### config.mk
export PLATFORM = sky130hd
export DESIGN_NAME = fetch_sequencer
export DESIGN_NICKNAME = d
export VERILOG_FILES = /design/src/rtl/cpu_ctrl_pkg.sv /design/src/rtl/fetch_sequencer.sv
export SDC_FILE = /design/constraint.sdc
export NUM_CORES = 1
export LEC_CHECK = 0
export CAP_MARGIN = 5
export CORE_AREA = 2 2 83 85
export CTS_CLUSTER_SIZE = 30
export DETAILED_ROUTE_END_ITERATION = 7
export DIE_AREA = 0 0 85 87
export GPL_TIMING_DRIVEN = 1
export PLACE_DENSITY = 0.84
export SLEW_MARGIN = 10
export SYNTH_ARGS = -nofsm -noshare
export SYNTH_HDL_FRONTEND = slang
export SYNTH_SLANG_ARGS = --single-unit
### constraint.sdc
create_clock -name clock -period 2.2 [get_ports clock]
set_input_delay 0.22 -clock clock [delete_from_list [all_inputs] [get_ports clock]]
set_output_delay 0.22 -clock clock [all_outputs]
set_load 0.05 [all_outputs]
### src/rtl/cpu_ctrl_pkg.sv
// rtl/cpu_ctrl_pkg.sv - shared control-unit types and default sizes
package cpu_ctrl_pkg;

    typedef enum logic [1:0] {
        FETCH_IDLE  = 2'd0,
        FETCH_ADDR  = 2'd1,
        FETCH_READ  = 2'd2,
        FETCH_LATCH = 2'd3
    } fetch_state_t;

    localparam int DEFAULT_ADDR_WIDTH  = 9;
    localparam int DEFAULT_MEM_TIMEOUT = 16;

endpackage

### src/rtl/fetch_sequencer.sv
// rtl/fetch_sequencer.sv - instruction fetch sequencer: PC -> MAR -> memory read -> MDR -> IR
module fetch_sequencer
    import cpu_ctrl_pkg::*;
#(
    parameter int DATA_WIDTH  = 32,
    parameter int ADDR_WIDTH  = DEFAULT_ADDR_WIDTH,
    parameter int MEM_TIMEOUT = DEFAULT_MEM_TIMEOUT
) (
    input  logic                  clock,
    input  logic                  clear,
    input  logic                  start,
    input  logic                  flush,
    input  logic [DATA_WIDTH-1:0] pc_value,
    output logic                  pc_inc,
    output logic [ADDR_WIDTH-1:0] mem_addr,
    output logic                  mem_read,
    input  logic                  mem_ready,
    input  logic [DATA_WIDTH-1:0] mem_data,
    output logic [DATA_WIDTH-1:0] ir,
    output logic                  ir_valid,
    output logic                  done,
    output logic                  busy,
    output logic                  fault
);

    localparam int WAIT_W = (MEM_TIMEOUT > 2) ? $clog2(MEM_TIMEOUT) : 1;
    localparam logic [WAIT_W-1:0] WAIT_LAST = (MEM_TIMEOUT > 0) ? WAIT_W'(MEM_TIMEOUT - 1) : '0;

    fetch_state_t          state;
    fetch_state_t          state_next;
    logic [ADDR_WIDTH-1:0] mar;
    logic [DATA_WIDTH-1:0] mdr;
    logic [WAIT_W-1:0]     wait_cnt;
    logic                  timeout_hit;
    logic                  unused_pc_bits;

    // Only the low address bits of the PC reach memory; the rest wrap away.
    assign unused_pc_bits = ^pc_value[DATA_WIDTH-1:ADDR_WIDTH];

    assign pc_inc      = (state == FETCH_ADDR);
    assign mem_read    = (state == FETCH_READ);
    assign mem_addr    = mar;
    assign busy        = (state != FETCH_IDLE);
    assign timeout_hit = (MEM_TIMEOUT != 0) && (wait_cnt == WAIT_LAST);

    always_comb begin
        state_next = state;
        case (state)
            FETCH_IDLE: begin
                if (start) state_next = FETCH_ADDR;
            end
            FETCH_ADDR: begin
                state_next = flush ? FETCH_IDLE : FETCH_READ;
            end
            FETCH_READ: begin
                if (flush || (!mem_ready && timeout_hit)) state_next = FETCH_IDLE;
                else if (mem_ready)                       state_next = FETCH_LATCH;
            end
            FETCH_LATCH: begin
                state_next = FETCH_IDLE;
            end
            default: state_next = FETCH_IDLE;
        endcase
    end

    always_ff @(posedge clock) begin
        if (clear) begin
            state    <= FETCH_IDLE;
            mar      <= '0;
            mdr      <= '0;
            ir       <= '0;
            ir_valid <= 1'b0;
            done     <= 1'b0;
            fault    <= 1'b0;
            wait_cnt <= '0;
        end else begin
            state <= state_next;
            done  <= 1'b0;
            // flush suppresses every datapath update and invalidates ir
            if (busy && flush) begin
                ir_valid <= 1'b0;
            end else begin
                case (state)
                    FETCH_IDLE: begin
                        if (start) begin
                            fault    <= 1'b0;
                            ir_valid <= 1'b0;
                        end
                    end
                    FETCH_ADDR: begin
                        mar      <= pc_value[ADDR_WIDTH-1:0];
                        wait_cnt <= '0;
                    end
                    FETCH_READ: begin
                        if (mem_ready) begin
                            mdr <= mem_data;
                        end else begin
                            wait_cnt <= wait_cnt + 1'b1;
                            if (timeout_hit) fault <= 1'b1;
                        end
                    end
                    FETCH_LATCH: begin
                        ir       <= mdr;
                        ir_valid <= 1'b1;
                        done     <= 1'b1;
                    end
                    default: ;
                endcase
            end
        end
    end

endmodule

# ---- Word-level counts from Yosys, hierarchy flattened
# Index checks and enable logic that the tools add are counted.
dict set report word_totals {
  ff_bits 82
  inputBits 69
  out_inout_bits 47
  elab_cells 48
}
dict set report op_classes {
  n_addsub 1
  eq_ne 8
  muxes 13
  bitwise 1
  reduce_logical 17
}
# op count
set ops {}
lappend ops {{$mux 2} 4}
lappend ops {{$pmux 2 s4} 1}
lappend ops {{$pmux 4 s2} 1}
lappend ops {{$reduce_and 2->1} 4}
lappend ops {{$reduce_bool 2->1} 4}
lappend ops {{$reduce_and 3->1} 2}
lappend ops {{$reduce_and 5->1} 1}
lappend ops {{$add 4x1->4 const B} 1}
lappend ops {{$eq 2x2->1 const B} 2}
lappend ops {{$eq 4x4->1 const B} 1}
lappend ops {{$mux 1} 4}
lappend ops {{$mux 4} 1}
lappend ops {{$ne 2x2->1 const B} 2}
lappend ops {{$pmux 1 s2} 2}
lappend ops {{$ne 3x1->1 const B} 1}
lappend ops {{$eq 2x1->1 const B} 1}
lappend ops {{$logic_and 1x1->1} 2}
lappend ops {{$logic_not 2->1} 1}
lappend ops {{$ne 2x1->1 const B} 1}
lappend ops {{$reduce_or 2->1} 1}
lappend ops {{$logic_not 1->1} 1}
lappend ops {{$logic_or 1x1->1} 1}
lappend ops {{$not 1->1} 1}

# ---- Depth between registers and ports, before layout
# Gate-level depths: netlist of run 1.
dict set report logic_depth {
  depth_word 5
  depth_mapped 6
  depth_no_buf 4
}

# ---- Worst setup path after synthesis of run 1
# Ideal clock, no wire load.
dict set report synth_timing {
  kind {reg2reg}
  start {reg state[1]}
  end {reg state[1]}
  setup_ns 0.079
  arrival_time_ns 1.553
  required_time_ns 2.121
  slack_ns 0.569
  stages_incl_launch_ff 5
  n_path_buf 1
  synth_period_minus_slack_ns 1.631
  cell_sequence {dfxtp_1 > buf_2 > nor2b_1 > a21oi_1 > nor3_1}
}
dict set report synth_via {
  elab_chain_len 3
  word_cells_on_any_way 8
  classes_between {5 x eq/ne; 1 x mux; 2 x reduce/logical}
}
# element line
set synth_lines {}
lappend synth_lines {{from (decl)} fetch_sequencer.sv:29} ;# fetch_state_t state;
lappend synth_lines {{from (signal assigned)} fetch_sequencer.sv:77} ;# state <= state_next;
lappend synth_lines {{$eq 2x2->1 (*)} -}
lappend synth_lines {{named net mem_read} fetch_sequencer.sv:16} ;# output logic mem_read,
lappend synth_lines {{$ne 3x1->1 (no source line)} -}
lappend synth_lines {{$reduce_and 2->1 (no source line)} -}
# Mark *: on every way through the listed nets, which the timed path passes. The rest lies on a longest branch.
# A chain may end at the register's enable or synchronous reset.

# ---- Worst setup path after layout of run 1
dict set report layout_timing {
  start {reg state[1]}
  end {out mem_read}
}
dict set report layout_via {
  elab_chain_len 1
}
# element line
set layout_lines {}
lappend layout_lines {{$eq 2x2->1} fetch_sequencer.sv:41} ;# assign mem_read = (state == FETCH_READ);
lappend layout_lines {{to (decl)} fetch_sequencer.sv:16}
# No other way between the ends.

==> metrics.md, run 1 <==
| Metric | Value |
|---|---|
| Status | completed |
| I/O pin total | between 100 and 150 |
| Sequential share of the synthesized area | 0.5483 |
| Antenna violations before repair | 0 |
| GR Layer Usage met2 | 0.3054 |
| Commonest cells after routing, fill and taps aside | nand2_1 (147), clkdlybuf4s50_1 (88), a21oi_1 (82), dfxtp_1 (82), clkbuf_8 (11) |
| Mapped Nets | approximately 450 |
| Worst setup path start | state[1] |
| Critical Path AT | about 1.7 ns |
| Reg power frac | 0.510 |
| Die W | around 85 um |
| Fin crit share | 0.8802 |
| Hold Violations, Final | 0 |
| WL/cell | roughly 12 um |
| P_int | between 0.002 and 0.0025 W |
| GR Layer Usage met1 | 0.2259 |
| Hold crit path type | in -> reg |
| First-pass GRT wire length | ~11 mm |
| DRC viols | 0 |
| Ratio of cells with drive above 1 in the final layout | 0.06466 |
| CP Capture Type | output pin |
| Clk sink count | between 80 and 90 |
| Crit path time final | between 1.5 and 2 ns |
| Die height | about 87 um |
| Reg2reg end | wait_cnt[2] |
| Total power | 0.002953 W |
| Slew HR | 0.5308 |
| Die area | 0.007395 mm^2 |
| Comb pwr share | 0.068 |
| Row cnt | 30 |
| Post-DRT Antenna Nets | 0 |
| Hold buffer count at cts | 0 |
| Final GP Congestion | 0.7449 |
| Synth top area share | 0.5483 |
| Setup crit end | mem_read |
| CTS Buffer Depth | 2 |
| Critical-path maximum fanout | 14 |
| Mapped cell area | 0.002994 mm^2 |
| # port buffers | a little over 90 |
| Post-DR vias/cell | ~5 |
| Initial cell density of the core | 0.4558 |
| Final net count | between 500 and 600 |
| Ys Warns | 0 |
| Clock latency on the worst-skew pair | between 0.3 and 0.4 ns |
| Dpl hpwl | between 4 and 5 mm |
| Pin count of the biggest net entering global routing | 46 |
| Finished Layout Cells | around 540 |
| Reg2reg path depth | 3 |
| Num CTS Buffers | 9 |
| Setup violators final | 0 |
| Critical setup path kind | reg -> out |
| Most common cell after layout, fill and taps aside | nand2_1 |
| Top post-synthesis cells by area | dfxtp_1 (55%), nand2_1 (18%), a21oi_1 (14%) |
| Antenna cell count | 0 |
| Static leakage | between 1 and 1.5 nW |
| Core box area | around 0.0066 mm^2 |
| R2R Setup Slk | about 0.59 ns |
| Router iterations before antenna repair | 6 |
| Most crowded layer after global routing | met2 |
| Sw Share | 0.2197 |
| Synth Register Bits | 82 |
| Area Overhead vs Synth | 40.16% |
| Routed vias | around 2700 |
| Cell Pwr Density | 703.7 mW/mm^2 |
| Synth cell types | 28 |
| Maximum vdd drop | between 0.0005 and 0.0006 V |
| Max Cap Violations | 0 |
| Vias in the first global route | roughly 2300 |
| Synth Instances | 376 |
| Clk slew on worst S/H paths | about 0.080 ns |
| Placed insts | 528 |
| Final slew viol count | 0 |
| Root Buffer Master | clkbuf_8 |
| Crit Reg-Reg Startpoint | state[1] |
| All-Layer GR Usage | 0.1841 |
| Crit path launch type | flip-flop |
| RSZ-0062 raised after global routing | no |
| Critical path required time | just under 2 ns |
| 1st-iter DRT viols | 138 |
| Slowest CP cell | dfxtp_1 |
| FMAX | 516.4 MHz |
| # H-tree levels | 3 |
| Fin Hold WS | between 0.3 and 0.4 ns |
| Setup TNS | 0 ns |
| Critical path, cell by cell | nor2b_1, dlygate4sd2_1 |
| Slew at the pin with the worst max-slew slack | 0.7037 ns |
| Largest stage delay, worst path | 0.58 ns |
| Aggregate global routing overflow | 0 |
| Clock Skew | ~0.0084 ns |
| Area leader, netlist | dfxtp_1 |
| Switching pwr | approximately 0.00065 W |
| Post-Route WL | ~6.7 mm |
| Met3 Usage GRT | 0.05877 |
| CTS tree | yes |
| Clock power frac | 0.422 |
| Avg Inst Size Synth | about 8.0 um^2 |
==> metal layers <==
metal | wire, um | vias up
li1 | - | 1387
met4 | 63 | 0
met2 | 3238 | 84
met5 | 0 | -
met3 | 384 | 7
met1 | 3054 | 1223
==> power groups by stage <==
stage               clock network, W  registers [W]   logic, W
finish                       0.00125        0.00151   0.000200
global route                 0.00136        0.00151   0.000213
CTS                          0.00127        0.00151   0.000200
detailed placement                 0        0.00154   0.000202
global placement                   0        0.00154   0.000199
floorplan                          0        0.00155  0.0000758
==> critical path: cells and delay by family, from the launching register on <==
| kind | cells | cell delay, ns |
|---|---|---|
| flip-flops | 1 | 0.58 |
| buffers and inverters | 1 | 0.55 |
| AND/OR/NAND/NOR | 1 | 0.23 |
==> what timing repair did <==
item,CTS,global route
endpoints found under the setup margin,3,0
buffers inserted,0,0
resized for setup,3,0
==> synth_stat cells (all sizes together) <==
master,n
o21a,1
nand3b,2
or3b,2
or3,2
buf,10
nand4b,2
nor4,1
a21oi,82
nor3b,1
a21o,1
nand2,147
nor2,4
and3b,1
and4bb,1
ha,1
dfxtp,82
nand4bb,1
nand2b,4
nor3,1
o32ai,2
inv,4
o21ai,3
nor2b,2
nor4b,1
clkbuf,18
==> worst min path at each step <==
stage,from,end,slack (ns),cells past startpoint
3_5_place_dp,mdr[13],ir[13],0.44,2
4_1_cts,mem_data[17],mdr[17],0.39,3
6_report,clear,state[0],0.40,2
2_1_floorplan,mem_data[0],mdr[0],0.36,2
3_3_place_gp,mdr[7],ir[7],0.44,2
5_1_grt,mem_data[19],mdr[19],0.40,3
==> sequential cells by signal (all words and copies together), names as in the netlist <==
name	cells
ir	32
done	1
fault	1
ir_valid	1
mem_addr	9
wait_cnt	4
state	2
mdr	32
==> through the flow <==
step / util / setup slack, ns / cell area, um^2
2_1_floorplan: - / 0.5685 / 2994
3_3_place_gp: 0.6034 / 0.3432 / 3964
3_5_place_dp: 0.6034 / 0.3052 / 3964
4_1_cts: 0.6389 / 0.2484 / 4197
5_1_grt: 0.6389 / 0.1357 / 4197
6_report: 0.6389 / 0.2635 / 4197
==> logic make-up (layout without fill, tap and decap cells) <==
| family | Yosys count | in the layout | synth area share |
|---|---|---|---|
| DFF | 82 | 82 | 0.5483 |
| and+or+nand+nor | 172 | 172 | 0.2457 |
| adders and majority gates | 1 | 1 | 0.004178 |
| AOI/OAI and AO/OA | 89 | 89 | 0.1529 |
| buffers and inverters | 32 | 120 | 0.04889 |
==> final cells by class <==
| type | count | area [um^2] |
|---|---|---|
| Timing Repair Buffer | 100 | 997.2 |
| Fill cell | 578 | 2372 |
| Multi-Input combinational cell | 262 | 1206 |
| Inverter | 4 | 15.01 |
| Sequential cell | 82 | 1642 |
| Clock inverter | 5 | 85.08 |
| Clock buffer | 11 | 151.4 |
| Tap cell | 80 | 100.1 |
(Power assumes the default switching activity.)
==> inputs of run 2 (changes only) <==
- CTS_CLUSTER_SIZE: 30 -> 40
- PLACE_DENSITY: 0.84 -> 0.94
==> metrics.md, run 2 (synthesis gave the netlist of run 1 again) <==
| Metric | Value |
|---|---|
| Routed vias | 2708 (was 2701) |
| Final slew viol count | 0 (unchanged) |
| I/O pin total | 116 (unchanged) |
| FMAX | 513.5 MHz (was 516.4 MHz) |
| CTS Buffer Depth | 2 (unchanged) |
| Util after Layout | 0.6324 (was 0.6389) |
| # H-tree levels | 3 (unchanged) |
| Total power | 0.002823 W (was 0.002953 W) |
| Static leakage | 1.378 nW (was 1.401 nW) |
| # Post-CTS Setup Buffers | 0 (unchanged) |
| Root Buffer Master | clkbuf_8 (unchanged) |
| Largest stage delay, worst path | 0.62 ns (was 0.58 ns) |
| Area Overhead vs Synth | 38.74% (was 40.16%) |
| Pin count of the biggest net entering global routing | 46 (unchanged) |
| Hold buffer count at cts | 0 (unchanged) |
| Critical setup path kind | reg -> out (unchanged) |
| Ratio of cells with drive above 1 in the final layout | 0.06263 (was 0.06466) |
| DRC viols | 0 (unchanged) |
| 1st-iter DRT viols | 132 (was 138) |
| Clock latency on the worst-skew pair | 0.34 ns (was 0.35 ns) |
| Critical-path maximum fanout | 16 (was 14) |
| Status | completed (unchanged) |
| Slew at the pin with the worst max-slew slack | 0.6744 ns (was 0.7037 ns) |
| Dpl hpwl | 4.746 mm (was 4.532 mm) |
| Num CTS Buffers | 9 (unchanged) |
| Commonest cells after routing, fill and taps aside | nand2_1 (147), clkdlybuf4s50_1 (88), a21oi_1 (82), dfxtp_1 (82), clkbuf_8 (11) (unchanged) |
| Final net count | 528 (was 529) |
| Post-Route WL | 6.912 mm (was 6.741 mm) |
| All-Layer GR Usage | 0.1886 (was 0.1841) |
| Hold crit path type | in -> reg (unchanged) |
| Clock Skew | 0.007732 ns (was 0.008411 ns) |
| # port buffers | 92 (unchanged) |
| Hold Violations, Final | 0 (unchanged) |
| Core box area | 0.006569 mm^2 (unchanged) |
| First-pass GRT wire length | 11.26 mm (was 10.73 mm) |
| Setup violators final | 0 (unchanged) |
| Aggregate global routing overflow | 0 (unchanged) |
| Post-DRT Antenna Nets | 0 (unchanged) |
| Most common cell after layout, fill and taps aside | nand2_1 (unchanged) |
| Initial cell density of the core | 0.4558 (unchanged) |
| Maximum vdd drop | 0.0004340 V (was 0.0005093 V) |
| Fin crit share | 0.8852 (was 0.8802) |
| Critical Path AT | 1.73 ns (was 1.72 ns) |
| Clk sink count | 82 (unchanged) |
| Antenna cell count | 0 (unchanged) |
| Router iterations before antenna repair | 4 (was 6) |
| Antenna violations before repair | 0 (unchanged) |
| RSZ-0062 raised after global routing | no (unchanged) |
| Crit path launch type | flip-flop (unchanged) |
| Cell Pwr Density | 679.6 mW/mm^2 (was 703.7 mW/mm^2) |
| Max Cap Violations | 0 (unchanged) |
| Critical path required time | 1.98 ns (about the same) |
| Crit path time final | 1.947 ns (was 1.937 ns) |
| Slew HR | 0.5504 (was 0.5308) |
| Setup TNS | 0 ns (unchanged) |
| Die area | 0.007395 mm^2 (unchanged) |
| WL/cell | 12.73 um (was 12.39 um) |
| Critical path, cell by cell | nor2b_1, dlygate4sd2_1 (unchanged) |
| Vias in the first global route | 2480 (was 2338) |
| CTS tree | yes (unchanged) |
| CP Capture Type | output pin (unchanged) |
| Design Area, Final | 0.004154 mm^2 (was 0.004197 mm^2) |
| Placed Area | 0.003944 mm^2 (was 0.003964 mm^2) |
| Clk slew on worst S/H paths | 0.08 ns (about the same) |
| Die height | 87 um (unchanged) |
| Die W | 85 um (unchanged) |
| Post-DR vias/cell | 4.987 (was 4.965) |
| Row cnt | 30 (unchanged) |
| Slowest CP cell | dfxtp_1 (unchanged) |
| Final GP Congestion | 0.7773 (was 0.7449) |
[run 2: worst max-delay path, delay by kind of cell (launching register included)]
family,cells,cell delay [ns]
AND/OR/NAND/NOR,1,0.23
buffers and inverters,1,0.54
flip-flops,1,0.62
[run 2: path summary, 6_finish.rpt]
check,start,to,slack (ns),cells after the start
worst max-delay path,state[0],pc_inc,0.25,2
worst min-delay path,clear,done,0.41,2
worst max register to register,state[1],wait_cnt[3],0.51,3
worst min register to register,ir[7],ir[7],0.45,2
[run 2: power breakdown]
| group | switching (W) | internal [W] | leakage (nW) | total [W] |
|---|---|---|---|---|
| combinational | 0.0000958 | 0.000103 | 0.615 | 0.000199 |
| clock | 0.000529 | 0.000590 | 0.102 | 0.00112 |
| sequential | 0.0000116 | 0.00149 | 0.661 | 0.00151 |
[run 2: final cells by class]
class	count	area (um^2)
fillers	582	2415
flip-flops and latches	82	1642
multi-input cells	262	1206
repair buffers	99	977.2
clock buffers	11	151.4
well taps	80	100.1
clock inverters	5	62.56
inverters	4	15.01
[run 2: per-stage QoR]
stage	setup slack (ns)	std cells	hold WS, ns
finish	0.2526	543	0.4110
global route	0.1432	543	0.4055
CTS	0.2416	543	0.3974
detailed placement	0.2314	527	0.4441
global placement	0.3065	527	0.4355
floorplan	0.5685	376	0.3560
[run 2: routing by layer]
layer / vias to the layer above / GRT usage / routed length (um)
li1: 1386 / - / -
met1: 1228 / 0.2297 / 2962
met2: 83 / 0.3303 / 3470
met4: 0 / 0.06494 / 91
met3: 11 / 0.04076 / 388
met5: - / 0 / 0
[run 2: what timing repair did]
item,CTS,global route
setup endpoints to repair,3,0
endpoints found under the hold margin,0,0
gates resized for setup,3,0
